==> src/rtl/seg7_pkg.sv <==
// seg7_pkg: shared segment patterns (g..a, active-high), special codes and reader FSM states.
package seg7_pkg;
  localparam logic [6:0] SEG_0 = 7'b0111111;
  localparam logic [6:0] SEG_1 = 7'b0000110;
  localparam logic [6:0] SEG_2 = 7'b1011011;
  localparam logic [6:0] SEG_3 = 7'b1001111;
  localparam logic [6:0] SEG_4 = 7'b1100110;
  localparam logic [6:0] SEG_5 = 7'b1101101;
  localparam logic [6:0] SEG_6 = 7'b1111101;
  localparam logic [6:0] SEG_7 = 7'b0000111;
  localparam logic [6:0] SEG_8 = 7'b1111111;
  localparam logic [6:0] SEG_9 = 7'b1101111;
  localparam logic [6:0] SEG_BLANK = 7'b0000000;
  localparam logic [3:0] CODE_BLANK = 4'hF;
  localparam logic [3:0] CODE_ERR = 4'hE;
  typedef enum logic [0:0] {SYNC = 1'b0, COLLECT = 1'b1} state_t;
endpackage

==> src/rtl/seg7_decode.sv <==
// seg7_decode: active-high segment pattern to 4-bit code, err set for unrecognised patterns.
module seg7_decode
  import seg7_pkg::*;
(
  input  logic [6:0] seg,
  output logic [3:0] code,
  output logic       err
);
  always_comb
    case (seg)
      SEG_0:     code = 4'd0;
      SEG_1:     code = 4'd1;
      SEG_2:     code = 4'd2;
      SEG_3:     code = 4'd3;
      SEG_4:     code = 4'd4;
      SEG_5:     code = 4'd5;
      SEG_6:     code = 4'd6;
      SEG_7:     code = 4'd7;
      SEG_8:     code = 4'd8;
      SEG_9:     code = 4'd9;
      SEG_BLANK: code = CODE_BLANK;
      default:   code = CODE_ERR;
    endcase
  assign err = code == CODE_ERR;
endmodule

==> src/rtl/seg7_reader.sv <==
// seg7_reader: recovers multiplexed 7-segment frames with debounce and valid/ready output.
// Define SEG7_READER_OVF_CNT_EN to count dropped frames on ovf_cnt (tied to zero otherwise).
module seg7_reader
  import seg7_pkg::*;
#(
  parameter int NDIG       = 4,
  parameter int STABLE_CYC = 4
) (
  input  logic              clk,
  input  logic              rst,
  input  logic [6:0]        nseg,
  input  logic [NDIG-1:0]   nan,
  output logic [4*NDIG-1:0] out_digits,
  output logic [NDIG-1:0]   out_err,
  output logic              out_valid,
  input  logic              out_ready,
  output logic              desync,
  output logic [7:0]        ovf_cnt
);
  localparam int IW = $clog2(NDIG);
  logic [6:0] nseg_m, nseg_s, seg;
  logic [NDIG-1:0] nan_m, nan_s, an;
  logic active, same, armed, cap;
  logic [IW-1:0] idx;
  logic [IW+7:0] cur, prev;
  logic [7:0] cnt;
  logic [8:0] cnt_inc;
  logic [3:0] code, cap_code;
  logic err, cap_q, cap_err;
  logic [IW-1:0] cap_idx, exp_idx;
  state_t state;
  logic [4*NDIG-1:0] slot_digits, frame_digits;
  logic [NDIG-1:0] slot_err, frame_err;
  logic hit, start, abort, done, free;
  assign seg = ~nseg_s;
  assign an = ~nan_s;
  assign active = $onehot(an);
  always_comb begin
    idx = '0;
    for (int i = 0; i < NDIG; i++) if (an[i]) idx = IW'(i);
  end
  assign cur = {active, idx, seg};
  assign same = cur == prev;
  assign cnt_inc = {1'b0, cnt} + 9'd1;
  assign cap = active && same && armed && cnt_inc == 9'(STABLE_CYC);
  seg7_decode u_dec (.seg(seg), .code(code), .err(err));
  // armed re-arms on any change so a long dwell captures only once
  always_ff @(posedge clk or posedge rst)
    if (rst) begin
      {nseg_m, nseg_s} <= '0;
      {nan_m, nan_s} <= '0;
      prev <= '0;
      cnt <= '0;
      armed <= 1'b1;
      cap_q <= 1'b0;
      cap_idx <= '0;
      cap_code <= '0;
      cap_err <= 1'b0;
    end else begin
      nseg_m <= nseg;
      nseg_s <= nseg_m;
      nan_m <= nan;
      nan_s <= nan_m;
      prev <= cur;
      cnt <= active && same ? (cnt_inc[8] ? cnt : cnt_inc[7:0]) : '0;
      armed <= !same || (armed && !cap);
      cap_q <= cap;
      cap_idx <= idx;
      cap_code <= code;
      cap_err <= err;
    end
  assign hit = cap_q && state == COLLECT && cap_idx == exp_idx;
  assign abort = cap_q && state == COLLECT && cap_idx != exp_idx;
  assign start = cap_q && cap_idx == '0;
  assign done = hit && exp_idx == IW'(NDIG - 1);
  assign free = !out_valid || out_ready;
  always_comb begin
    frame_digits = slot_digits;
    frame_err = slot_err;
    frame_digits[4*cap_idx +: 4] = cap_code;
    frame_err[cap_idx] = cap_err;
  end
  always_ff @(posedge clk or posedge rst)
    if (rst) begin
      state <= SYNC;
      exp_idx <= '0;
      slot_digits <= '0;
      slot_err <= '0;
      desync <= 1'b0;
      out_digits <= '0;
      out_err <= '0;
      out_valid <= 1'b0;
    end else begin
      state <= done ? SYNC : (start || hit) ? COLLECT : abort ? SYNC : state;
      exp_idx <= start ? IW'(1) : hit ? exp_idx + 1'b1 : exp_idx;
      if (start || hit) begin
        slot_digits <= frame_digits;
        slot_err <= frame_err;
      end
      desync <= abort;
      if (done && free) begin
        out_digits <= frame_digits;
        out_err <= frame_err;
        out_valid <= 1'b1;
      end else if (out_ready) out_valid <= 1'b0;
    end
`ifdef SEG7_READER_OVF_CNT_EN
  always_ff @(posedge clk or posedge rst)
    if (rst) ovf_cnt <= '0;
    else if (done && !free && ovf_cnt != 8'hFF) ovf_cnt <= ovf_cnt + 1'b1;
`else
  assign ovf_cnt = 8'h00;
`endif
endmodule

==> config.mk <==
export PLATFORM = sky130hd
export DESIGN_NAME = seg7_reader
export DESIGN_NICKNAME = d
export VERILOG_FILES = /design/src/rtl/seg7_pkg.sv /design/src/rtl/seg7_decode.sv /design/src/rtl/seg7_reader.sv
export SDC_FILE = /design/constraint.sdc
export NUM_CORES = 1
export LEC_CHECK = 0
export CELL_PAD_IN_SITES_DETAIL_PLACEMENT = 1
export CELL_PAD_IN_SITES_GLOBAL_PLACEMENT = 1
export CORE_UTILIZATION = 27
export CTS_BUF_LIST = sky130_fd_sc_hd__clkbuf_4
export CTS_CLUSTER_DIAMETER = 40
export DETAILED_ROUTE_END_ITERATION = 6
export PLACE_DENSITY = 0.53
export SLEW_MARGIN = 10
export SYNTH_ARGS = -nofsm -noshare
export SYNTH_HDL_FRONTEND = slang
export SYNTH_SLANG_ARGS = --single-unit
==> constraint.sdc <==
create_clock -name clk -period 10.1 [get_ports clk]
set_clock_uncertainty 0.2 [all_clocks]
set_input_delay 2.525 -clock clk [delete_from_list [all_inputs] [get_ports clk]]
set_output_delay 2.525 -clock clk [all_outputs]
set_load 0.05 [all_outputs]
==> run metrics <==
post-layout minimum cycle time 4417 ps; die area 15420 µm²; worst slew pin tran 701.4 ps; final wirelength 8.308 mm; Rel. slew slack 53.24%; Post-DP HPWL 5.754 mm; crit path max fanout 3; r2r worst-path depth 8; total core area 14530 µm²; largest cells by area after synthesis dfrtp_1 (57%), a21oi_1 (5.3%), o2bb2ai_1 (3.5%), ha_1 (3.4%), nor2_1 (3.0%); DRC 0; Avg Inst Size Synth 11.10 µm²; dpl ws 5699 ps; DR vias 2714; vias per inst 4.624; Clock Latency Late Sink 460 ps; Layout Cells excl Fill 587; flop-to-flop setup slack 7310 ps; crit path buf inv count 1; peak supply drop 105.8 µV; Post-synth top flop dfrtp_1; Lkg Pwr 2.009 nW; gr usage total 12.46%; cells along the critical path clkdlybuf4s50_1; FF+latch count, synth 92; worst hold path endpoint nseg_s[1]; IO Count 44; Final period util 43.74%; die height 124.2 µm; arrival time worst endpoint 1690 ps; synth warn 0; top post-synthesis cells by count dfrtp_1 (91), a21oi_1 (43), nor2_1 (32); TritonCTS clock tree done; outcome finished clean; Setup crit end kind output port; # nets final 424; Std-Cell Rows 44; CP max-delay cell clkdlybuf4s50_1; Setup TNS Final 0 ps; CTS Root Cell clkbuf_4; hold_sp nseg_m[1]; drt first pass iters 4; CP Launch Type flop; min-delay worst type reg2reg; Resize count post-CTS 0; vias in the first global route 2774; average routed wire per standard cell 14.15 µm; Clock Sinks 92; total of max-cap violations 0; endpoints failing hold 0; Setup crit start out_valid; hold_ws 162.9 ps; Initial Util 27.73%; leading area contributor after synthesis dfrtp_1; clock transition at the registers of the reported paths 140 ps; 1st-iter DRT viols 88; most common cell in the netlist dfrtp_1; post-synthesis sequential area ratio 57.16%; Placer Congestion 0.8115; FFs w/ async S/R, synth 100.0%; initial antenna violation count 0; Die W 124.2 µm; hold_buf cts 0; Worst Setup Slack, final 5683 ps; Post-Synthesis Cells 363; Ant. Diodes 0; max incr delay on CP 810 ps; Crit Path Class reg2out; setup bufs post-CTS 0; Post-synth EDFFs 0; CP required 7380 ps; fraction of layout cells with a size suffix above 1 6.700%; Hold Path Cell Cnt 0; first-pass GRT wire length 14.39 mm; RSZ-0062 raised after global routing false; max-slew violation total from the final report 0; Routed Antenna Nets 0; number of port buffers 35; grt total ovfl 0; Area Overhead vs Synth 17.14%; DP Cell Count 571; Clock Tree Buf Depth 2; largest net degree at the start of global routing 58; Num CTS Buffers 9; CTS H-Tree Depth 3; synth unique cells 46; pwr/cell area 144.9 nW/µm²; area fraction of the dominant cell type after synthesis 56.50%; FMAX 0.2264 GHz; RR Endpoint cap_q; RR Startpoint nan_s[0]; final setup vio count 0; critical path's top delay family buffers and inverters; Post-Syn Area 4030 µm²
## stage by stage
| stage | util (%) | power, mW | area (µm²) |
|---|---|---|---|
| 3_5_place_dp | 31.23 | 0.4427 | 4539 |
| 4_1_cts | 32.48 | 0.7012 | 4721 |
| 6_report | 32.48 | 0.6839 | 4721 |
| 5_1_grt | 32.48 | 0.7194 | 4721 |
| 2_1_floorplan | - | 0.4293 | 4056 |
| 3_3_place_gp | 31.23 | 0.4417 | 4539 |
## where the power goes
part | total, mW | switching, mW | internal, mW | leakage [nW]
clock | 0.250 | 0.125 | 0.124 | 0.0916
sequential | 0.385 | 0.00894 | 0.376 | 1.08
combinational | 0.0490 | 0.0304 | 0.0186 | 0.834
## kinds of logic (layout without fill, tap and decap cells)
group           after synthesis  count (layout)  synth area share (%)
mux                          11              11                 2.856
compound gates               80              80                 12.67
flops                        92              92                 57.16
other cells                   1               8               0.09305
buf+inv                      39              72                 4.688
fa+ha+maj                    12              12                 3.912
xor+xnor                     17              17                 3.694
simple gates                111             111                 14.93
## layout by cell type (no fill, tap or decap), types with 3 or more instances in the layout
| cell type | synthesis | layout |
|---|---|---|
| clkdlybuf4s50_1 | 0 | 35 |
| and3_1 | 6 | 6 |
| o2bb2ai_1 | 16 | 16 |
| inv_1 | 19 | 18 |
| nand4_1 | 3 | 3 |
| o21ai_0 | 9 | 9 |
| bufinv_16 | 0 | 3 |
| nor4_1 | 3 | 3 |
| dfrtp_1 | 91 | 91 |
| nand3_1 | 12 | 12 |
| nor2b_1 | 16 | 16 |
| a21oi_1 | 43 | 42 |
| nor2_1 | 32 | 32 |
| nand2_1 | 23 | 23 |
| conb_1 | 1 | 8 |
| xnor2_1 | 12 | 12 |
| clkbuf_4 | 0 | 9 |
| mux2i_1 | 7 | 7 |
| and2_1 | 3 | 3 |
| mux2_2 | 3 | 3 |
| xor2_1 | 5 | 5 |
| ha_1 | 11 | 11 |
## flip-flops by register name, indices dropped and copies added, names as in the netlist, 7 cells and up
name / count
out_digits: 16
slot_digits: 16
prev: 9
cnt: 8
nseg_m: 7
nseg_s: 7
## worst max path at each step
stage	to	slack (ps)	depth (start not counted)
floorplan	cap_code[0]	4980	1
global placement	nseg_m[0]	5730	3
detailed placement	nseg_m[3]	5700	3
CTS	out_valid	5620	1
global route	out_valid	5590	1
finish	out_valid	5680	1
## layer usage
metal	global-route usage, %	routed length (µm)	vias up
li1	-	-	1317
met1	15.85	3948	1335
met2	19.48	3862	53
met3	4.487	373	9
met4	4.241	125	0
met5	0	0	-
## final cells by class
cell class,count,area [µm²]
clock inverters,7,113.9
multi-input cells,239,1568
well taps,184,230.2
fillers,1645,9813
clock buffers,9,67.56
repair buffers,37,365.4
flip-flops and latches,92,2303
inverters,19,72.57
No activity file was read; power rests on OpenSTA's default activity.
